### config.mk
export PLATFORM = sky130hd
export DESIGN_NAME = draw_stream_mux_flat
export DESIGN_NICKNAME = d
export VERILOG_FILES = /design/src/rtl/draw_stream_mux_pkg.sv /design/src/rtl/draw_stream_mux_if.sv /design/src/rtl/draw_stream_mux_rr_arbiter.sv /design/src/rtl/draw_stream_mux.sv /design/src/flat_wrapper.sv
export SDC_FILE = /design/constraint.sdc
export NUM_CORES = 1
export LEC_CHECK = 0
export CORE_ASPECT_RATIO = 0.6
export CORE_MARGIN = 3
export CORE_UTILIZATION = 50
export DETAILED_ROUTE_END_ITERATION = 10
export GPL_ROUTABILITY_DRIVEN = 0
export GPL_TIMING_DRIVEN = 0
export PLACE_DENSITY = 0.82
export SYNTH_ARGS = -nofsm -noshare
export SYNTH_HDL_FRONTEND = slang
export SYNTH_SLANG_ARGS = --single-unit
### constraint.sdc
create_clock -name CLK -period 6.8 [get_ports CLK]
set_input_delay 1.36 -clock CLK [delete_from_list [all_inputs] [get_ports CLK]]
set_output_delay 1.36 -clock CLK [all_outputs]
set_load 0.005 [all_outputs]
### src/rtl/draw_stream_mux_pkg.sv
// Shared opcode, FSM-state and colour constants for the draw-colour stream blocks.
package gpu_draw_pkg;

   localparam logic [3:0] OP_CF   = 4'd0;
   localparam logic [3:0] OP_CD   = 4'd1;
   localparam logic [3:0] OP_RF   = 4'd2;
   localparam logic [3:0] OP_RD   = 4'd3;
   localparam logic [3:0] OP_LD   = 4'd4;
   localparam logic [3:0] OP_FU   = 4'd10;
   localparam logic [3:0] OP_IDLE = 4'd15;

   localparam logic [15:0] FAULT_COLOUR = 16'hF000;

   typedef enum logic [1:0] {ST_IDLE, ST_LOCKED, ST_FAULT} state_t;

endpackage

### src/rtl/draw_stream_mux_if.sv
// Engine-side and framebuffer-side stream bundle of draw_stream_mux; the mux takes the slave view.
interface draw_stream_if #(
   parameter int NCH   = 5,
   parameter int CW    = 16,
   parameter int SEL_W = 4
);
   logic [NCH-1:0]         in_valid;
   logic [NCH-1:0]         in_ready;
   logic [NCH-1:0][CW-1:0] in_colour;
   logic [NCH-1:0]         in_last;
   logic                   out_valid;
   logic                   out_ready;
   logic [CW-1:0]          out_colour;
   logic                   out_last;
   logic [SEL_W-1:0]       out_src;

   modport master (
      output in_valid, in_colour, in_last, out_ready,
      input  in_ready, out_valid, out_colour, out_last, out_src
   );

   modport slave (
      input  in_valid, in_colour, in_last, out_ready,
      output in_ready, out_valid, out_colour, out_last, out_src
   );
endinterface

### src/rtl/draw_stream_mux_rr_arbiter.sv
// Combinational round-robin picker: first set request strictly after ptr, wrapping.
module rr_arbiter #(
   parameter int N  = 5,
   parameter int IW = (N > 1) ? $clog2(N) : 1
) (
   input  logic [N-1:0]  req,
   input  logic [IW-1:0] ptr,
   output logic [N-1:0]  gnt,
   output logic [IW-1:0] idx
);
   int  c;
   logic found;

   always_comb begin
      gnt   = '0;
      idx   = '0;
      found = 1'b0;
      c     = 0;
      for (int i = 1; i <= N; i++) begin
         c = (int'(ptr) + i) % N;
         if (!found && req[c]) begin
            found  = 1'b1;
            gnt[c] = 1'b1;
            idx    = IW'(c);
         end
      end
   end
endmodule

### src/rtl/draw_stream_mux.sv
// Burst-granular arbiter/mux from NCH draw engines to one registered valid/ready stream.
// Optional beat counter port enabled by defining DRAW_MUX_BEATCNT_EN.
module draw_stream_mux
   import gpu_draw_pkg::*;
#(
   parameter int              NCH     = 5,
   parameter int              CW      = 16,
   parameter int              SEL_W   = 4,
   parameter logic [CW-1:0]   FAULT_C = CW'(FAULT_COLOUR)
) (
   input  logic             CLK,
   input  logic             RST,
   input  logic             arb_mode,
   input  logic [SEL_W-1:0] sel,
   draw_stream_if.slave     bus,
   output logic             busy,
   output logic             fault
`ifdef DRAW_MUX_BEATCNT_EN
   ,
   output logic [31:0]      beat_cnt
`endif
);
   localparam int IW = (NCH > 1) ? $clog2(NCH) : 1;

   state_t           state, state_n;
   logic [IW-1:0]    grant, grant_n, rr_ptr, ptr_n;
   logic             out_valid, ov_n, out_last, last_n, fault_q, fault_n;
   logic [CW-1:0]    out_colour, col_n;
   logic [SEL_W-1:0] out_src, src_n, fault_sel, fsel_n;
   logic [NCH-1:0]   in_ready, arb_gnt;
   logic [IW-1:0]    arb_idx, sel_idx;
   logic             out_free, sel_ok, sel_quiet;

   rr_arbiter #(.N(NCH), .IW(IW)) u_arb (
      .req (bus.in_valid),
      .ptr (rr_ptr),
      .gnt (arb_gnt),
      .idx (arb_idx)
   );

   assign out_free  = !out_valid || bus.out_ready;
   assign sel_ok    = sel < SEL_W'(NCH);
   assign sel_idx   = sel[IW-1:0];
   assign sel_quiet = (sel == SEL_W'(OP_FU)) || (sel == SEL_W'(OP_IDLE));

   always_comb begin
      state_n  = state;
      grant_n  = grant;
      ptr_n    = rr_ptr;
      ov_n     = out_valid;
      col_n    = out_colour;
      last_n   = out_last;
      src_n    = out_src;
      fault_n  = fault_q;
      fsel_n   = fault_sel;
      in_ready = '0;
      if (out_valid && bus.out_ready) ov_n = 1'b0;
      unique case (state)
         ST_IDLE: begin
            if (arb_mode) begin
               if (|arb_gnt) begin
                  state_n = ST_LOCKED;
                  grant_n = arb_idx;
               end
            end else if (sel_ok) begin
               if (bus.in_valid[sel_idx]) begin
                  state_n = ST_LOCKED;
                  grant_n = sel_idx;
               end
            end else if (!sel_quiet) begin
               // Latch the offending opcode so out_src survives later sel changes.
               state_n = ST_FAULT;
               fsel_n  = sel;
            end
         end
         ST_LOCKED: begin
            in_ready[grant] = out_free;
            if (bus.in_valid[grant] && out_free) begin
               ov_n   = 1'b1;
               col_n  = bus.in_colour[grant];
               last_n = bus.in_last[grant];
               src_n  = SEL_W'(grant);
               if (bus.in_last[grant]) begin
                  state_n = ST_IDLE;
                  ptr_n   = grant;
               end
            end
         end
         ST_FAULT: begin
            if (out_free) begin
               ov_n    = 1'b1;
               col_n   = FAULT_C;
               last_n  = 1'b1;
               src_n   = fault_sel;
               fault_n = 1'b1;
               state_n = ST_IDLE;
            end
         end
         default: state_n = ST_IDLE;
      endcase
   end

   always_ff @(posedge CLK) begin
      if (RST) begin
         state      <= ST_IDLE;
         grant      <= '0;
         rr_ptr     <= IW'(NCH - 1);
         out_valid  <= 1'b0;
         out_colour <= '0;
         out_last   <= 1'b0;
         out_src    <= '0;
         fault_q    <= 1'b0;
         fault_sel  <= '0;
      end else begin
         state      <= state_n;
         grant      <= grant_n;
         rr_ptr     <= ptr_n;
         out_valid  <= ov_n;
         out_colour <= col_n;
         out_last   <= last_n;
         out_src    <= src_n;
         fault_q    <= fault_n;
         fault_sel  <= fsel_n;
      end
   end

   assign bus.in_ready   = in_ready;
   assign bus.out_valid  = out_valid;
   assign bus.out_colour = out_colour;
   assign bus.out_last   = out_last;
   assign bus.out_src    = out_src;
   assign busy           = (state != ST_IDLE) || out_valid;
   assign fault          = fault_q;

`ifdef DRAW_MUX_BEATCNT_EN
   logic [31:0] beat_cnt_r;

   always_ff @(posedge CLK) begin
      if (RST)                            beat_cnt_r <= '0;
      else if (out_valid && bus.out_ready) beat_cnt_r <= beat_cnt_r + 32'd1;
   end

   assign beat_cnt = beat_cnt_r;
`endif
endmodule

### src/flat_wrapper.sv
// flat-port wrapper written by rule: the top's interface ports become plain ports
module draw_stream_mux_flat import gpu_draw_pkg::*;
#(
   parameter int              NCH     = 5,
   parameter int              CW      = 16,
   parameter int              SEL_W   = 4,
   parameter logic [CW-1:0]   FAULT_C = CW'(FAULT_COLOUR)
)
  (CLK, RST, arb_mode, sel, busy, fault, bus_in_valid, bus_in_colour, bus_in_last, bus_out_ready, bus_in_ready, bus_out_valid, bus_out_colour, bus_out_last, bus_out_src);
  draw_stream_if #(.NCH(NCH), .CW(CW), .SEL_W(SEL_W)) bus_i ();
  input  logic CLK;
  input  logic RST;
  input  logic arb_mode;
  input  logic [SEL_W-1:0] sel;
  output logic busy;
  output logic fault;
  input wire logic [$bits(bus_i.in_valid)-1:0] bus_in_valid;
  input wire logic [$bits(bus_i.in_colour)-1:0] bus_in_colour;
  input wire logic [$bits(bus_i.in_last)-1:0] bus_in_last;
  input wire logic [$bits(bus_i.out_ready)-1:0] bus_out_ready;
  output wire logic [$bits(bus_i.in_ready)-1:0] bus_in_ready;
  output wire logic [$bits(bus_i.out_valid)-1:0] bus_out_valid;
  output wire logic [$bits(bus_i.out_colour)-1:0] bus_out_colour;
  output wire logic [$bits(bus_i.out_last)-1:0] bus_out_last;
  output wire logic [$bits(bus_i.out_src)-1:0] bus_out_src;
  assign bus_i.in_valid = bus_in_valid;
  assign bus_i.in_colour = bus_in_colour;
  assign bus_i.in_last = bus_in_last;
  assign bus_i.out_ready = bus_out_ready;
  assign bus_in_ready = bus_i.in_ready;
  assign bus_out_valid = bus_i.out_valid;
  assign bus_out_colour = bus_i.out_colour;
  assign bus_out_last = bus_i.out_last;
  assign bus_out_src = bus_i.out_src;
  draw_stream_mux #(.NCH(NCH), .CW(CW), .SEL_W(SEL_W), .FAULT_C(FAULT_C)) u_core (.CLK(CLK), .RST(RST), .arb_mode(arb_mode), .sel(sel), .bus(bus_i), .busy(busy), .fault(fault));
endmodule
==> metrics <==
via count of the first global-routing pass 5,276; count of routing violations after the opening detailed-route iteration 665; full die area between 10,000 and 15,000 um^2; static leakage roughly 2.5 nW; time the worst path needs with I/O delays and setup approximately 6.5 ns; count of mapped cells out of synthesis approximately 620; peak ir drop on the vdd network about 0.00015 V; GR Util All Layers between 30% and 40%; setup repair after global routing missed its margin false; async set-or-reset flop fraction in the synthesized netlist 0%; Worst Setup Slack post-DPL -0.365 ns; TritonRoute pass-1 iters 9; slew of the pin with the lowest slew margin between 0.7 and 0.8 ns; Max Buffers Root-to-Sink 2; CP Launch Type register; Finished Cell Area roughly 6400 um^2; post-synthesis cell area slightly below 5000 um^2; count of different cell masters after synthesis 87; count of final max-slew check failures 0; Top Ports 127; max-cap check violation count 0; routed wirelength normalized by instance count ~20 um; worst skew pair latency 0.28 ns; antenna cell count 0; number of synthesized flops with an enable pin 0; mean post-synth cell area 7.82 um^2; cts bufs inserted 5; CP Class reg2reg; outcome finished, final reports clean; Synth Warn # 0; antenna violations before repair 0; # nets final around 890; dominant combinational cell family by area after synthesis compound AO/OA/AOI/OAI gates; hpwl dp between 10,000 and 15,000 um; Mapped Nets around 760; basic-gate share of the synthesized area counting and, or, nand and nor cells between 20% and 30%; count of endpoints failing hold in the final timing report 0; initial core utilization 52.1%; Setup Viol. Count Final 0; most used cells in the layout excluding fill and tap cells 123 x sky130_fd_sc_hd__clkdlybuf4s50_1, 74 x sky130_fd_sc_hd__nor2_1, 46 x sky130_fd_sc_hd__a21oi_1; relative slew slack between 50% and 60%; fraction of the mapped netlist area in compound gates about 30%; setup repair bufs after CTS 0; Clk Tree Root Cell sky130_fd_sc_hd__clkbuf_16; maximum number of pins on one net before global-route repair 12; data arrival time at the worst-slack endpoint between 6 and 7 ns; Post-Route Skew ~0.0017 ns; top routing layer in use met4; growth of design area from synthesis to finish 31.9%; total number of H-tree levels 2; Min-Delay Path Class reg2reg; capturing element type of the critical path register; highest fanout seen on the critical path 10; Row Count 27; Met3 Wirelength approximately 2200 um; global-route wire length before repair roughly 27,000 um; post-synthesis xor/xnor area fraction about 2.3%; met1 layer wirelength in the final routing between 7000 and 8000 um; PortBufs about 120; CP Data Required Time about 7 ns; overall die width around 130 um; total negative slack 0 ns; upper clock frequency limit about 0.15 GHz; placed instance area 6260 um^2; Tcrit/Tclk final between 90% and 100%; count of state elements after synthesis 35; area share of fa/ha/maj cells after synthesis about a tenth; smallest setup slack after layout 0.294 ns; Fill cells 774; clock sink count 35; power per standard cell area 256 nW/um^2; most frequent standard cell in the layout excluding fill and tap cells sky130_fd_sc_hd__clkdlybuf4s50_1; TritonCTS clock tree built; mean number of vias per cell 6.49; overall die height just over 80 um; routed wire length on met2 7700 um; clock transition at the registers of the reported paths around 0.050 ns; Overflow after GRT 0; area of the core 9320 um^2; Post-Route WL 17,900 um; DRC violations left 0; routed via count 5,721; Most used DFF post-synth sky130_fd_sc_hd__dfxtp_1; layout cell share with drive strength beyond 1 between 10% and 20%; sequential element share of the synthesized area 14.4%; mux contribution to synthesized area between 10% and 20%; Antenna Nets Post-Route 0; total of hold buffers inserted after clock tree synthesis 0
[metrics by stage]
step	cells	hold slack, ns	power (mW)	util [%]
6_report	882	0.461	1.64	68.8
3_3_place_gp	875	0.446	1.33	67.1
3_5_place_dp	875	0.449	1.37	67.1
2_1_floorplan	622	0.448	0.993	-
4_1_cts	882	0.459	1.61	68.7
5_1_grt	882	0.502	1.74	68.8
[what timing repair did]
action	4_1_cts	5_1_grt
endpoints found under the setup margin	5	5
resized for setup	2	5
pin swaps	0	0
[metal layers]
| metal | track usage (%) | vias up |
|---|---|---|
| li1 | - | 2589 |
| met1 | 44.6 | 2741 |
| met2 | 46.3 | 350 |
| met3 | 8.35 | 41 |
| met4 | 5.85 | 0 |
| met5 | 0 | - |
[critical path, cell delays in order, from the launching register on]
cell,delay (ns)
sky130_fd_sc_hd__dfxtp_2,0.46
sky130_fd_sc_hd__buf_2,0.26
sky130_fd_sc_hd__clkbuf_4,0.27
sky130_fd_sc_hd__clkbuf_4,0.26
sky130_fd_sc_hd__clkbuf_4,0.26
sky130_fd_sc_hd__inv_1,0.14
sky130_fd_sc_hd__ha_2,0.43
sky130_fd_sc_hd__buf_2,0.25
sky130_fd_sc_hd__clkinv_2,0.23
sky130_fd_sc_hd__ha_1,0.33
sky130_fd_sc_hd__or3b_2,0.47
sky130_fd_sc_hd__o22ai_1,0.18
sky130_fd_sc_hd__or2_1,0.22
sky130_fd_sc_hd__ha_1,0.19
sky130_fd_sc_hd__inv_1,0.05
sky130_fd_sc_hd__o311ai_1,0.39
sky130_fd_sc_hd__a31oi_2,0.21
sky130_fd_sc_hd__mux2_4,0.37
sky130_fd_sc_hd__a2111o_1,0.46
sky130_fd_sc_hd__o211a_2,0.20
sky130_fd_sc_hd__o32ai_2,0.26
sky130_fd_sc_hd__a211o_1,0.13
sky130_fd_sc_hd__a31oi_1,0.10
sky130_fd_sc_hd__a221oi_2,0.26
[layout make-up]
cell class | count | area [um^2] | area share (%)
Multi-Input combinational cell | 507 | 3820 | 59.6
Clock buffer | 6 | 139 | 2.17
Buffer | 47 | 228 | 3.55
Sequential cell | 35 | 702 | 10.9
Tap cell | 130 | 163 | 2.54
Timing Repair Buffer | 123 | 1230 | 19.2
Inverter | 33 | 125 | 1.95
Clock inverter | 1 | 5.00 | 0.0780
[sequential cells by signal (all words and copies together), names as in the netlist]
| signal | flops |
|---|---|
| u_core.fault_sel | 4 |
| u_core.bus.out_src | 4 |
| u_core.rr_ptr | 3 |
| u_core.bus.out_last | 1 |
| u_core.state | 2 |
| u_core.grant | 3 |
| u_core.bus.out_valid | 1 |
| u_core.bus.out_colour | 16 |
| u_core.fault | 1 |
[where the power goes]
group          leakage [nW]  total [mW]  switching (mW)  internal [mW]
Sequential            0.287       0.314          0.0422          0.272
Combinational          2.11        1.10           0.605          0.492
Clock                0.0727       0.229          0.0856          0.143
Total                  2.47        1.64           0.733          0.907
[logic make-up (layout without fill, tap and decap cells)]
| group | after synthesis | count (layout) |
|---|---|---|
| compound gates | 205 | 205 |
| xor+xnor | 9 | 9 |
| fa+ha+maj | 40 | 40 |
| buf+inv | 80 | 210 |
| flops | 35 | 35 |
| mux | 45 | 45 |
| simple gates | 208 | 208 |
[cell usage after synthesis (3+ instances only)]
cell type	count	share of area, %
sky130_fd_sc_hd__nor4_1	7	0.90
sky130_fd_sc_hd__a21boi_0	3	0.46
sky130_fd_sc_hd__nor3_1	28	2.9
sky130_fd_sc_hd__a21oi_1	46	4.7
sky130_fd_sc_hd__a31oi_1	10	1.3
sky130_fd_sc_hd__o2111ai_1	4	0.72
sky130_fd_sc_hd__and2_1	8	1.0
sky130_fd_sc_hd__and3_1	6	0.77
sky130_fd_sc_hd__buf_4	4	0.62
sky130_fd_sc_hd__o221ai_1	3	0.54
sky130_fd_sc_hd__nand3_1	13	1.3
sky130_fd_sc_hd__nand2b_1	11	1.4
sky130_fd_sc_hd__o211a_1	3	0.62
sky130_fd_sc_hd__o211ai_1	9	1.4
sky130_fd_sc_hd__clkbuf_1	28	2.2
sky130_fd_sc_hd__nor2b_1	5	0.64
sky130_fd_sc_hd__a22oi_1	20	3.1
sky130_fd_sc_hd__nor2_1	74	5.7
sky130_fd_sc_hd__a21o_1	8	1.2
sky130_fd_sc_hd__inv_2	3	0.23
sky130_fd_sc_hd__o211ai_2	5	1.3
sky130_fd_sc_hd__buf_1	3	0.23
sky130_fd_sc_hd__buf_2	10	1.0
sky130_fd_sc_hd__mux4_2	16	7.4
sky130_fd_sc_hd__o21ai_1	8	0.82
sky130_fd_sc_hd__inv_1	28	2.2
sky130_fd_sc_hd__o22ai_1	11	1.4
sky130_fd_sc_hd__o21ai_0	22	2.3
sky130_fd_sc_hd__ha_1	38	9.8
sky130_fd_sc_hd__a211oi_1	8	1.2
sky130_fd_sc_hd__o21a_1	4	0.62
sky130_fd_sc_hd__a31o_2	3	0.54
sky130_fd_sc_hd__dfxtp_1	35	14
sky130_fd_sc_hd__or3_1	4	0.51
sky130_fd_sc_hd__mux2i_1	24	4.9
sky130_fd_sc_hd__or2_2	4	0.51
sky130_fd_sc_hd__o31ai_1	6	0.93
sky130_fd_sc_hd__a32oi_1	3	0.54
sky130_fd_sc_hd__xnor2_1	6	1.1
sky130_fd_sc_hd__nand2_1	29	2.2
[worst paths after layout]
path	slack [ns]	cells past startpoint	start	endpoint
worst min-delay path	0.46	2	u_core.bus.out_src[3]	u_core.bus.out_src[3]
worst max register to register	0.29	23	u_core.rr_ptr[0]	u_core.grant[0]
worst max-delay path	0.29	23	u_core.rr_ptr[0]	u_core.grant[0]
worst min register to register	0.46	2	u_core.bus.out_src[3]	u_core.bus.out_src[3]
Power figures use the tool's default switching activity.
